[src/rtl/noc_pkg.sv]
// Shared router definitions: output-VC state encoding, port direction indices
// and the bit positions of the tracker's error flags.
package noc_pkg;

  typedef enum logic [1:0] {
    IDLE   = 2'd0,
    ACTIVE = 2'd1,
    DRAIN  = 2'd2
  } ovc_state_e;

  localparam int N_EAST  = 0;
  localparam int N_NORTH = 1;
  localparam int N_WEST  = 2;
  localparam int N_SOUTH = 3;
  localparam int N_EXIT  = 4;

  localparam int ERR_UNDERFLOW = 0;
  localparam int ERR_OVERFLOW  = 1;
  localparam int ERR_PROTOCOL  = 2;

  // Flat OVC index used throughout the router.
  function automatic int ovc_index(input int port, input int vc, input int channels);
    return port * channels + vc;
  endfunction

endpackage

[src/rtl/ovc_slot.sv]
// One output VC: ownership FSM plus downstream credit counter.
// Per-cycle error events are exported only when OVC_ERR_EN is defined.
module ovc_slot
  import noc_pkg::*;
#(
  parameter int CREDIT_DEPTH = 4,
  parameter int CNT_BITS     = $clog2(CREDIT_DEPTH + 1)
) (
  input  logic clk,
  input  logic rst,
  input  logic i_alloc,
  input  logic i_sent,
  input  logic i_tail,
  input  logic i_credit,
  output logic o_idle,
  output logic o_credit_avail
`ifdef OVC_ERR_EN
  ,
  output logic [2:0] o_err
`endif
);

  localparam logic [CNT_BITS-1:0] FULL = CNT_BITS'(CREDIT_DEPTH);
  localparam logic [CNT_BITS-1:0] ONE  = CNT_BITS'(1);

  ovc_state_e r_state;
  ovc_state_e w_state_nxt;
  logic [CNT_BITS-1:0] r_cnt;
  logic [CNT_BITS-1:0] w_cnt_nxt;
  logic w_full;
  logic w_empty;

  assign w_full  = (r_cnt == FULL);
  assign w_empty = (r_cnt == '0);

  always_ff @(posedge clk) begin
    if (!rst) begin
      r_state <= IDLE;
      r_cnt   <= FULL;
    end else begin
      r_state <= w_state_nxt;
      r_cnt   <= w_cnt_nxt;
    end
  end

  // Send and credit in the same cycle cancel; out-of-range moves saturate.
  always_comb begin
    w_cnt_nxt = r_cnt;
    if (i_sent && !i_credit && !w_empty) begin
      w_cnt_nxt = r_cnt - ONE;
    end else if (i_credit && !i_sent && !w_full) begin
      w_cnt_nxt = r_cnt + ONE;
    end
  end

  // DRAIN leaves on the registered count, so the release lands one cycle
  // after the final credit arrives.
  always_comb begin
    w_state_nxt = r_state;
    unique case (r_state)
      IDLE:    if (i_alloc) w_state_nxt = ACTIVE;
      ACTIVE:  if (i_sent && i_tail) w_state_nxt = DRAIN;
      DRAIN:   if (w_full) w_state_nxt = IDLE;
      default: w_state_nxt = IDLE;
    endcase
  end

  assign o_idle         = (r_state == IDLE);
  assign o_credit_avail = !w_empty;

`ifdef OVC_ERR_EN
  logic w_underflow;
  logic w_overflow;
  logic w_protocol;

  assign w_underflow = i_sent && !i_credit && w_empty;
  assign w_overflow  = i_credit && !i_sent && w_full;
  assign w_protocol  = (i_alloc && (r_state != IDLE)) ||
                       (i_sent && (r_state != ACTIVE));

  always_comb begin
    o_err                = '0;
    o_err[ERR_UNDERFLOW] = w_underflow;
    o_err[ERR_OVERFLOW]  = w_overflow;
    o_err[ERR_PROTOCOL]  = w_protocol;
  end
`endif

endmodule

[src/rtl/ovc_state_tracker.sv]
// Tracks ownership and downstream credits for every output VC of a router.
// Define OVC_ERR_EN to build the sticky error flags; otherwise err reads 0.
module ovc_state_tracker
  import noc_pkg::*;
#(
  parameter  int PORTS        = 5,
  parameter  int CHANNELS     = 12,
  parameter  int CREDIT_DEPTH = 4,
  localparam int NUM_OVC      = PORTS * CHANNELS,
  localparam int CNT_BITS     = $clog2(CREDIT_DEPTH + 1)
) (
  input  logic               clk,
  input  logic               rst,
  input  logic [NUM_OVC-1:0] alloc_ovc,
  input  logic [NUM_OVC-1:0] flit_sent,
  input  logic [NUM_OVC-1:0] flit_tail,
  input  logic [NUM_OVC-1:0] credit_in,
  output logic [NUM_OVC-1:0] ovid_avail,
  output logic [NUM_OVC-1:0] credit_avail,
  output logic [2:0]         err
);

`ifdef OVC_ERR_EN
  logic [2:0] w_slot_err [NUM_OVC];
  logic [2:0] w_err_any;
  logic [2:0] r_err;
`endif

  for (genvar g = 0; g < NUM_OVC; g++) begin : g_slot
    ovc_slot #(
      .CREDIT_DEPTH (CREDIT_DEPTH),
      .CNT_BITS     (CNT_BITS)
    ) u_slot (
      .clk            (clk),
      .rst            (rst),
      .i_alloc        (alloc_ovc[g]),
      .i_sent         (flit_sent[g]),
      .i_tail         (flit_tail[g]),
      .i_credit       (credit_in[g]),
      .o_idle         (ovid_avail[g]),
      .o_credit_avail (credit_avail[g])
`ifdef OVC_ERR_EN
      ,
      .o_err          (w_slot_err[g])
`endif
    );
  end

`ifdef OVC_ERR_EN
  always_comb begin
    w_err_any = '0;
    for (int i = 0; i < NUM_OVC; i++) begin
      w_err_any = w_err_any | w_slot_err[i];
    end
  end

  // Flags accumulate until the next reset.
  always_ff @(posedge clk) begin
    if (!rst) begin
      r_err <= '0;
    end else begin
      r_err <= r_err | w_err_any;
    end
  end

  assign err = r_err;
`else
  assign err = 3'b000;
`endif

endmodule

[config.mk]
export PLATFORM = sky130hd
export DESIGN_NAME = ovc_state_tracker
export DESIGN_NICKNAME = d
export VERILOG_FILES = /design/src/rtl/noc_pkg.sv /design/src/rtl/ovc_slot.sv /design/src/rtl/ovc_state_tracker.sv
export SDC_FILE = /design/constraint.sdc
export NUM_CORES = 1
export LEC_CHECK = 0
export BUFFER_PORTS_ARGS = -buffer_cell sky130_fd_sc_hd__buf_2
export CAP_MARGIN = 15
export CORE_MARGIN = 1
export CORE_UTILIZATION = 50
export CTS_CLUSTER_DIAMETER = 150
export DETAILED_ROUTE_END_ITERATION = 12
export PLACE_DENSITY = 0.8
export SLEW_MARGIN = 20
export SYNTH_ARGS = -nofsm -noshare
export SYNTH_HDL_FRONTEND = slang
export SYNTH_SLANG_ARGS = --single-unit
[constraint.sdc]
create_clock -name clk -period 1.7 [get_ports clk]
set_input_delay 0.17 -clock clk [delete_from_list [all_inputs] [get_ports clk]]
set_output_delay 0.17 -clock clk [all_outputs]
set_load 0.1 [all_outputs]
; Word-level counts from Yosys, hierarchy flattened
; Cells that the tools add are included.
[op_classes]
n_eq_ne = 360
muxes = 360
reduce_logical = 780
n_addsub = 120
[ops]
columns = operator, count
row1 = two-way mux 2 bit, 180
row2 = two-way mux 3 bit, 120
row3 = one-hot mux 2 bit (3 select lines), 60
row4 = logical AND 1 bit, 300
row5 = logical NOT 1 bit, 240
row6 = != test 2 x 1 -> 1 bit (second input constant), 120
row7 = adder 3 x 1 -> 3 bit (second input constant), 60
row8 = == test 3 bit (second input constant), 60
row9 = logical NOT 3 bit, 60
row10 = AND reduction 3 bit, 60
row11 = subtractor 3 x 1 -> 3 bit (second input constant), 60
row12 = == test 2 x 1 -> 1 bit (second input constant), 60
row13 = == test 2 bit (second input constant), 60
row14 = logical NOT 2 bit, 60
row15 = != test 2 bit (second input constant), 60
row16 = nonzero test 2 bit, 60
[totals]
input_bits = 242
register_bits = 300
output_inout_bits = 123

; Depth between registers and ports, before layout
; Gate-level depths: netlist of the first run.
[depth]
word_depth = 5
depth_mapped = 7

; Modules after synthesis
; From an unflattened synthesis of the first run, not the netlist that was laid out.
[unflattened]
hier_cells = 2102
hier_area_um2 = 18453.9
[modules_own_cells]
columns = module, area_per_inst_um2, n_inst, cells_each
row1 = ovc_slot (g_slot[20].u_slot ...), 307.8, 44, 35
row2 = ovc_slot (g_slot[0].u_slot ...), 306.5, 14, 35
row3 = ovc_slot (g_slot[4].u_slot ...), 296.5, 2, 34
row4 = ovc_state_tracker, 26.3, 1, 4

; Least setup slack after synthesis of the first run
; No wires, ideal clock.
[synth_timing]
path_kind = register to register
start = reg g_slot[43].u_slot.r_cnt[2]
end = reg g_slot[43].u_slot.r_cnt[2]
path_slack_ps = -111
arrival_time_ps = 1668
n_path_buf = 1
setup_ps = 143
stages_incl_launch_ff = 8
path_cell_list = dfxtp_1 -> buf_2 -> or3_1 -> nand3b_1 -> fa_1 -> or3b_1 -> o211ai_1 -> o2111ai_1
[synth_via]
elab_chain_cells = 4
elab_cells_between_ends = 11
[synth_rtl]
columns = element, line_no
row1 = "start, declared", ovc_slot.sv:28  ; logic [CNT_BITS-1:0] r_cnt;
row2 = "start signal, assigned", ovc_slot.sv:42  ; r_cnt <= w_cnt_nxt;
row3 = logical NOT 3 bit *, ovc_slot.sv:34  ; assign w_empty = (r_cnt == '0);
row4 = logical NOT 1 bit *, n/a
row5 = net g_slot[43].u_slot.o_credit_avail, ovc_slot.sv:16  ; output logic o_credit_avail
row6 = logical AND 1 bit *, ovc_slot.sv:49  ; if (i_sent && !i_credit && !w_empty) begin
row7 = two-way mux 3 bit or nonzero test 2 bit (tied branches), n/a
; Mark *: on every way through the listed nets, which the timed path passes. The rest lies on a longest branch. The select of a mux whose other input is x is not followed.
; A chain may end at the register's enable or synchronous reset.

; Worst setup path after layout of the first run
[layout_timing]
start = reg g_slot[36].u_slot.r_cnt[0]
end = reg g_slot[36].u_slot.r_cnt[2]
[layout_via]
elab_chain_cells = 4
elab_cells_between_ends = 11
[layout_rtl]
columns = element, line_no
row1 = "start, declared", ovc_slot.sv:28
row2 = "start signal, assigned", ovc_slot.sv:42
row3 = branches (longest 4 deep; another with adder 3 x 1 -> 3 bit), n/a
; Parallel ways; which one is timed is not known. The select of a mux whose other input is x is not followed.

==> out/results.env, run 1 <==
STATUS='finished, violations left'
FAILED_CHECKS='setup timing'
STDCELL_COUNT=3458
GRT_OVERFLOW=0
SYNTH_ASYNC_SR_FLOP_SHARE=0
SYNTH-SEQ-CELLS=300
TIMING.FINAL.SETUP_VIOLATIONS=33
DIE_AREA_UM2=39620
POST_DRT_WL_PER_CELL_UM=18.55
FINAL_ANTENNA_NET_COUNT=0
FIRST_ITER_VIOLATIONS=1253
FINAL_LAYOUT_SIZE_SUFFIX_GT1_FRAC=0.3425
SYN-INSTANCE-COUNT=2265
REG2REG_SLACK_NS=-0.17
FINALINSTANCEAREA_UM2=27320
SYNTH_TOP_AREA_FRAC=0.3094
TIGHTEST_SLEW_NS=0.5224
GRT_SETUP_UNREPAIRED='yes'
CLK-INSERTION-DELAY-LATE_NS=0.53
TIMING.REG2REG.WORST_PATH_DEPTH=6
CRITICALPATHCATEGORY='flop to flop'
TOTAL_POWER_mW=25.71
CTS_SINKS=300
WORSTHOLDPATHTYPE='input pin to flop'
PLACE_INST=3230
YOSYS_MOST_USED_DFF='sky130_fd_sc_hd__dfxtp_1'
CTS_MAX_LEVEL=2
NUMBER_OF_NETS_AT_THE_END_OF_THE_FLOW=3225
FIRST_PASS_ITERS=6
HPWLAFTERDP_MM=37.09
NETLIST.TOP_CELL.BY_AREA='sky130_fd_sc_hd__dfxtp_1'
MULTI_INPUT_COMB_AREA_UM2=12480
POWER.STATIC_LEAKAGE_nW=10.59
ANTENNA_FOUND_INITIAL=6
FIRST_PASS_GRT_WIRE_LENGTH_MM=94.27
SLEW_HEADROOM=0.6541
PORT_BUFFERS=361
DIE_Y_UM=199.0
GLOBALPLACE.CONGESTION=0.8795
MINIMUM_CLOCK_PERIOD_NS=1.871
FINALWORSTSETUPSLACK_NS=-0.1714
TNS_NS=-1.162
FIN_WORST_HOLD_SLACK_NS=0.03920
STARTPOINT_TYPE='flop'
MIN_PERIOD_OVER_PERIOD=1.101
IO_PINS=365
NUMBER_OF_GLOBAL_ROUTE_VIAS_BEFORE_REPAIR=20450
ROUTE.FINAL.WIRE_LENGTH_MM=64.16
ROW_COUNT=71
FMAXACHIEVABLE_MHz=534.4
WIDTH_OF_THE_DIE_UM=199.0
TRITONCTS_CLOCK_TREE='yes'
CTSROOTBUFFERMASTER='sky130_fd_sc_hd__clkbuf_16'
POST_DP_CELL_AREA_UM2=22920
VIA_COUNT=20750
R2R-START='g_slot[36].u_slot.r_cnt[0]$_SDFFE_PN0P_'
GRT_UTIL_ALL_LAYERS=0.2852
SYN2LAYOUT_AREA_GROWTH_PCT=40.75
ENDPOINT_KIND='flop'
ARRIVAL_NS=2.26
CLKSLEWWORSTSETUPHOLDPATHS_NS=0.06
YS_TOP_CELLS_BY_AREA='sky130_fd_sc_hd__dfxtp_1, sky130_fd_sc_hd__fa_1, sky130_fd_sc_hd__buf_4'
SYNTH-EDFF-COUNT=0
FINALMAXSLEWVIOLATIONS=0
SYNTH.DISTINCT_CELLS=42
MAXIMUM_NUMBER_OF_PINS_ON_ONE_NET_BEFORE_GLOBAL_ROUTE_REPAIR=61
CAP_VIOLATIONS=0
POWER.DENSITY_CELL_AREA_nW_PER_UM2=941.1
MAXIMUM_FANOUT_ALONG_THE_WORST_PATH=3
INITIAL_UTILIZATION=0.5118
SYN_AREA_UM2=19410
IRDROPWORSTVDD_V=0.0008054
CORE_REGION_AREA_UM2=37930
SYNTH-WARNING-COUNT=0
HOLD_VIOLATIONS=0
SEQUENTIAL_CELL_AREA_UM2=6063
ROUTE.DETAILED.DRC=0
TRITONCTS.NUM_BUFFERS=36
YOSYSSEQAREASHARE=0.3094
CRIT_REQUIRED_NS=2.09
SYN-MEAN-INSTANCE-AREA_UM2=8.571
REG2REG_TO='g_slot[36].u_slot.r_cnt[2]$_SDFFE_PN1P_'
NFILLCELLS=2379
ENDPOINT='g_slot[36].u_slot.r_cnt[2]$_SDFFE_PN1P_'
SKEW_NS=0.01389
DETAIL_ROUTE.VIAS_PER_CELL=6.000
CRIT_START='g_slot[36].u_slot.r_cnt[0]$_SDFFE_PN0P_'
CTSLONGESTPATHBUFFERS=3
==> how the worst min path moves through the flow <==
stage / slack (ns) / end / start / cells past startpoint
final: 0.04 / g_slot[45].u_slot.r_cnt[1]$_SDFFE_PN0P_ / credit_in[45] / 3
after global routing: 0.03 / g_slot[7].u_slot.r_state[1]$_SDFFE_PN0P_ / rst / 2
after CTS: 0.00009 / g_slot[39].u_slot.r_cnt[1]$_SDFFE_PN0P_ / credit_in[39] / 3
after detailed placement: 0.39 / g_slot[10].u_slot.r_state[0]$_SDFFE_PN0P_ / flit_tail[10] / 2
after global placement: 0.38 / g_slot[10].u_slot.r_state[0]$_SDFFE_PN0P_ / flit_tail[10] / 2
after floorplan: 0.28 / g_slot[10].u_slot.r_state[0]$_SDFFE_PN0P_ / flit_tail[10] / 1
==> repair_timing <==
| action | 4_1_cts | 5_1_grt |
|---|---|---|
| hold endpoints to repair | 124 | 0 |
| setup buffers | 4 | 8 |
| pin swaps | 23 | 94 |
| setup endpoints to repair | 82 | 144 |
| gates resized for setup | 225 | 221 |
| hold buffers | 157 | 0 |
==> logic make-up (layout without fill, tap and decap cells) <==
logic type,after synthesis,count (layout),synth area share
other cells,1,7,0.0001932
compound gates,660,660,0.2534
flops,300,300,0.3094
xor+xnor,142,142,0.06407
buf+inv,374,1050,0.1009
simple gates,728,728,0.2102
fa+ha+maj,60,60,0.06188
==> cells in the final DEF, fill, tap and decap left out, types with 43 or more instances in the layout <==
master,count
sky130_fd_sc_hd__a311oi_1,46
sky130_fd_sc_hd__a32o_1,56
sky130_fd_sc_hd__buf_2,289
sky130_fd_sc_hd__buf_4,298
sky130_fd_sc_hd__buf_6,48
sky130_fd_sc_hd__dfxtp_1,254
sky130_fd_sc_hd__dfxtp_2,46
sky130_fd_sc_hd__dlygate4sd3_1,157
sky130_fd_sc_hd__inv_1,154
sky130_fd_sc_hd__nand2_1,81
sky130_fd_sc_hd__nand3_1,66
sky130_fd_sc_hd__nor2_1,150
sky130_fd_sc_hd__nor2b_1,43
sky130_fd_sc_hd__o2111ai_1,64
sky130_fd_sc_hd__o21a_1,82
sky130_fd_sc_hd__o21ai_0,90
sky130_fd_sc_hd__o21ai_1,104
sky130_fd_sc_hd__or2_1,55
sky130_fd_sc_hd__or3_4,51
sky130_fd_sc_hd__xnor2_1,50
sky130_fd_sc_hd__xor2_1,92
==> stage by stage <==
stage / utilization / worst slack [ns]
floorplan: - / -0.02486
global placement: 0.6041 / -0.03905
detailed placement: 0.6041 / -0.1073
CTS: 0.6975 / -0.05076
global route: 0.7203 / -0.1949
finish: 0.7203 / -0.1714
==> sequential cells by signal (all words and copies together), names as in the netlist <==
name / count
g_slot.u_slot.r_state: 120
g_slot.u_slot.r_cnt: 180
==> critical path, cell delays in order (launching register included) <==
cell	delay [ns]
sky130_fd_sc_hd__dfxtp_2	0.36
sky130_fd_sc_hd__or3_4	0.14
sky130_fd_sc_hd__nand3b_1	0.09
sky130_fd_sc_hd__fa_2	0.36
sky130_fd_sc_hd__or3b_4	0.39
sky130_fd_sc_hd__o211ai_1	0.24
sky130_fd_sc_hd__o2111ai_1	0.15
==> per-layer routing <==
layer  share of wire  vias up  global-route usage
met5         0.00069        -            0.001277
met4           0.054        6              0.1823
met3           0.069      306             0.06782
met2            0.52     1018              0.5085
met1            0.36     9979              0.2996
li1                -     9439                   -
==> synth_stat cells (all sizes together) (41+ instances only) <==
master     n
nand2    116
xnor2     50
dfxtp    300
xor2      92
o2111a    41
a311oi    63
nor3b     86
or3       64
fa        60
o21a      82
inv      162
buf      182
nor2     150
a32o      56
nand3     66
o21ai    194
nor2b     56
o2111ai   64
or2       56
==> cell type report <==
type | count | share of cell area
clock inverters | 5 | 0.002748
inverters | 162 | 0.02225
repair buffers | 830 | 0.2336
flip-flops and latches | 300 | 0.2219
well taps | 511 | 0.02340
clock buffers | 53 | 0.03901
diodes | 4 | 0.0003663
multi-input cells | 1593 | 0.4567
==> power by group <==
part / internal, mW / switching, mW
sequential: 7.71 / 0.518
clock: 4.61 / 3.06
combinational: 3.89 / 5.93
Power figures use the tool's default switching activity.
==> run 2: changes to the inputs <==
--- a/config.mk
+++ b/config.mk
@@ -15,4 +15,5 @@
 export SLEW_MARGIN = 20
 export SYNTH_ARGS = -nofsm -noshare
 export SYNTH_HDL_FRONTEND = slang
+export SYNTH_HIERARCHICAL = 1
 export SYNTH_SLANG_ARGS = --single-unit
==> run 2 against run 1 <==
  * The flow still finishes with violations (setup timing)
  * Sequential share of layout area decreased by 0.30 points
  * Routed wire length increased by 8.2%
  * Global-route usage increased by 4.5 points
  * Clock-buffer cell count increased by 7
  * Critical path type unchanged
  * Largest power group unchanged
==> out/results.env, run 2 <==
MAXIMUM_NUMBER_OF_PINS_ON_ONE_NET_BEFORE_GLOBAL_ROUTE_REPAIR=57
POST_DRT_WL_PER_CELL_UM=20.01
CTSROOTBUFFERMASTER='sky130_fd_sc_hd__clkbuf_16'
MAXIMUM_FANOUT_ALONG_THE_WORST_PATH=2
YOSYS_MOST_USED_DFF='sky130_fd_sc_hd__dfxtp_1'
STATUS='finished, violations left'
SYNTH-WARNING-COUNT=6
GRT_OVERFLOW=0
SWITCHING_SHARE=0.3757
TRITONCTS_CLOCK_TREE='yes'
YOSYS.CELL_COUNT.TOP_TYPE='sky130_fd_sc_hd__dfxtp_1'
SYNTH_ASYNC_SR_FLOP_SHARE=0
WORST_HOLD_PATH.NUM_CELLS=4
NFILLCELLS=1907
CTS_MAX_LEVEL=2
CLK-INSERTION-DELAY-LATE_NS=0.56
FIRST_PASS_ITERS=6
SYNTH.DISTINCT_CELLS=36
GRT_UTIL_ALL_LAYERS=0.3301
PORT_BUFFERS=361
TOTAL_POWER_mW=26.60
CRITICALPATHCATEGORY='flop to flop'
NUMBER_OF_NETS_AT_THE_END_OF_THE_FLOW=3275
LAYOUT_COMMONEST_CELL='sky130_fd_sc_hd__buf_2'
FINALMAXSLEWVIOLATIONS=0
ANTENNA_FOUND_INITIAL=13
MINIMUM_CLOCK_PERIOD_NS=1.867
TIGHTEST_SLEW_NS=0.5292
SYNTH-SEQ-CELLS=300
WIDTH_OF_THE_DIE_UM=194.1
SYN-INSTANCE-COUNT=2102
FMAXACHIEVABLE_MHz=535.5
SHARE_SEQ_OF_TOTAL_POWER=0.313
R2R-START='g_slot[37].u_slot/r_cnt[2]$_SDFFE_PN1P_'
CTS_SINKS=300
ARRIVAL_NS=2.35
NUMBER_OF_GLOBAL_ROUTE_VIAS_BEFORE_REPAIR=21540
IO_PINS=365
LARGESTREGISTERS='g_slot.u_slot/r_cnt: 180 flops, g_slot.u_slot/r_state: 120 flops'
NETLIST.TOP_CELL.BY_AREA='sky130_fd_sc_hd__dfxtp_1'
TRITONCTS.NUM_BUFFERS=37
STARTPOINT_TYPE='flop'
ROW_COUNT=69
FINAL_LAYOUT_SIZE_SUFFIX_GT1_FRAC=0.4218
CLKSLEWWORSTSETUPHOLDPATHS_NS=0.06
CTSLONGESTPATHBUFFERS=3
FIN_WORST_HOLD_SLACK_NS=0.01999
FINAL_ANTENNA_NET_COUNT=0
POWER.INTERNAL_mW=16.60
POST_DP_CELL_AREA_UM2=24230
WORSTHOLDPATHTYPE='input pin to flop'
SYNTH_TOP_AREA_FRAC=0.3254
HPWLAFTERDP_MM=38.60
FIRST_ITER_VIOLATIONS=1971
FIN_UTIL=0.7884
VIA_COUNT=21460
FIRST_PASS_GRT_WIRE_LENGTH_MM=104.2
TNS_NS=-5.470
CRIT_REQUIRED_NS=2.18
SYNTH-EDFF-COUNT=0
CLOCK_POWER_SHARE=0.296
POWER.SWITCHING_mW=9.991
POWER.DENSITY_CELL_AREA_nW_PER_UM2=939.2
GLOBALPLACE.CONGESTION=0.9228
TIMING.REG2REG.WORST_PATH_DEPTH=5
REGISTERS.TOP_BY_FF_COUNT='g_slot.u_slot/r_cnt'
SKEW_NS=0.02065
SYN_AREA_UM2=18450
ENDPOINT_KIND='flop'
FINALWORSTSETUPSLACK_NS=-0.1673
MULTI_INPUT_COMB_AREA_UM2=12860
REG2REG_SLACK_NS=-0.17
DIE_Y_UM=194.1
P_COMB_FRAC=0.391
YS_TOP_CELLS_BY_COUNT='sky130_fd_sc_hd__dfxtp_1, sky130_fd_sc_hd__nor2_1, sky130_fd_sc_hd__inv_1, sky130_fd_sc_hd__nand2_1, sky130_fd_sc_hd__o21ai_0'
ROUTE.FINAL.WIRE_LENGTH_MM=69.45
ROUTE.DETAILED.DRC=0
SLEW_HEADROOM=0.6496
SEQUENTIAL_CELL_AREA_UM2=6197
MIN_TO='g_slot[53].u_slot/r_state[1]$_SDFFE_PN0P_'
YS_TOP_CELLS_BY_AREA='sky130_fd_sc_hd__dfxtp_1, sky130_fd_sc_hd__fa_1, sky130_fd_sc_hd__xor2_1'
FINALINSTANCEAREA_UM2=28320
SYN2LAYOUT_AREA_GROWTH_PCT=53.44
FAILED_CHECKS='setup timing'
CORE_REGION_AREA_UM2=35910
INITIAL_UTILIZATION=0.5138
TIMING.FINAL.SETUP_VIOLATIONS=98
IRDROPWORSTVDD_V=0.0008456
MIN-DELAY-START='flit_tail[53]'
COMMONEST_CELLS_AFTER_ROUTING_FILL_AND_TAPS_ASIDE='sky130_fd_sc_hd__buf_2, sky130_fd_sc_hd__buf_4, sky130_fd_sc_hd__inv_1, sky130_fd_sc_hd__dfxtp_1'
HOLD_VIOLATIONS=0
MIN_PERIOD_OVER_PERIOD=1.098
GRT_SETUP_UNREPAIRED='yes'
CAP_VIOLATIONS=0
DETAIL_ROUTE.VIAS_PER_CELL=6.183
YOSYSSEQAREASHARE=0.3254
SYN-MEAN-INSTANCE-AREA_UM2=8.779
REG2REG_TO='g_slot[37].u_slot/r_cnt[1]$_SDFFE_PN0P_'
POWER.STATIC_LEAKAGE_nW=10.96
LARGEST_REGISTER_FFS=180
DIE_AREA_UM2=37680
run 2: worst max path at each step:
| stage | from | to | slack [ns] |
|---|---|---|---|
| floorplan | g_slot[4].u_slot/r_cnt[2]$_SDFFE_PN1P_ | g_slot[4].u_slot/r_cnt[2]$_SDFFE_PN1P_ | -0.26 |
| global placement | g_slot[7].u_slot/r_cnt[1]$_SDFFE_PN0P_ | g_slot[7].u_slot/r_cnt[2]$_SDFFE_PN1P_ | -0.03 |
| detailed placement | g_slot[41].u_slot/r_cnt[0]$_SDFFE_PN0P_ | g_slot[41].u_slot/r_cnt[1]$_SDFFE_PN0P_ | -0.10 |
| CTS | g_slot[36].u_slot/r_cnt[0]$_SDFFE_PN0P_ | g_slot[36].u_slot/r_cnt[1]$_SDFFE_PN0P_ | -0.1 |
| global route | g_slot[8].u_slot/r_cnt[0]$_SDFFE_PN0P_ | g_slot[8].u_slot/r_cnt[1]$_SDFFE_PN0P_ | -0.20 |
| finish | g_slot[37].u_slot/r_cnt[2]$_SDFFE_PN1P_ | g_slot[37].u_slot/r_cnt[1]$_SDFFE_PN0P_ | -0.17 |
run 2: kinds of logic after synthesis:
group	synth area share
buffers and inverters	0.03919
xor gates and xnor gates	0.07024
other	0.0002032
AOI/OAI and AO/OA	0.2791
adders and majority gates	0.06509
and+or+nand+nor	0.2208
DFF	0.3254
run 2: cell type report:
| class | instances | share of cell area |
|---|---|---|
| Timing Repair Buffer | 849 | 0.2422 |
| Sequential cell | 300 | 0.2189 |
| Inverter | 164 | 0.02174 |
| Multi-Input combinational cell | 1621 | 0.4540 |
| Antenna cell | 11 | 0.0009721 |
| Tap cell | 461 | 0.02037 |
| Clock inverter | 5 | 0.001016 |
| Clock buffer | 60 | 0.04078 |
run 2: routing by layer:
layer | wire [µm] | track usage
met1 | 24550 | 0.3546
met2 | 34510 | 0.6015
met3 | 5718 | 0.06958
met4 | 4653 | 0.1820
met5 | 19 | 0
run 2: what timing repair did:
action | in CTS | in global routing
pin swaps | 27 | 22
setup buffers | 9 | 13
endpoints found under the setup margin | 106 | 111
gates resized for setup | 277 | 56
endpoints found under the hold margin | 87 | 0
hold buffers | 147 | 0
run 2: worst max-delay path: stages, from the launching register on:
cell                      delay, ns
sky130_fd_sc_hd__dfxtp_2       0.32
sky130_fd_sc_hd__or3_4         0.40
sky130_fd_sc_hd__nand2_2       0.10
sky130_fd_sc_hd__fa_2          0.47
sky130_fd_sc_hd__a221o_1       0.36
sky130_fd_sc_hd__a21oi_1       0.14
run 2: metrics by stage:
stage / instances / worst slack (ns)
finish: 3471 / -0.1673
floorplan: 2104 / -0.2637
global route: 3469 / -0.1957
CTS: 3447 / -0.09885
global placement: 3226 / -0.02927
detailed placement: 3226 / -0.1040
run 2: power groups by stage:
stage / clock, mW / combinational (mW) / sequential [mW]
global route: 8.23 / 11.0 / 8.38
global placement: 0 / 8.35 / 8.34
floorplan: 0 / 5.85 / 8.56
detailed placement: 0 / 8.68 / 8.39
CTS: 7.92 / 9.70 / 8.25
finish: 7.88 / 10.4 / 8.32
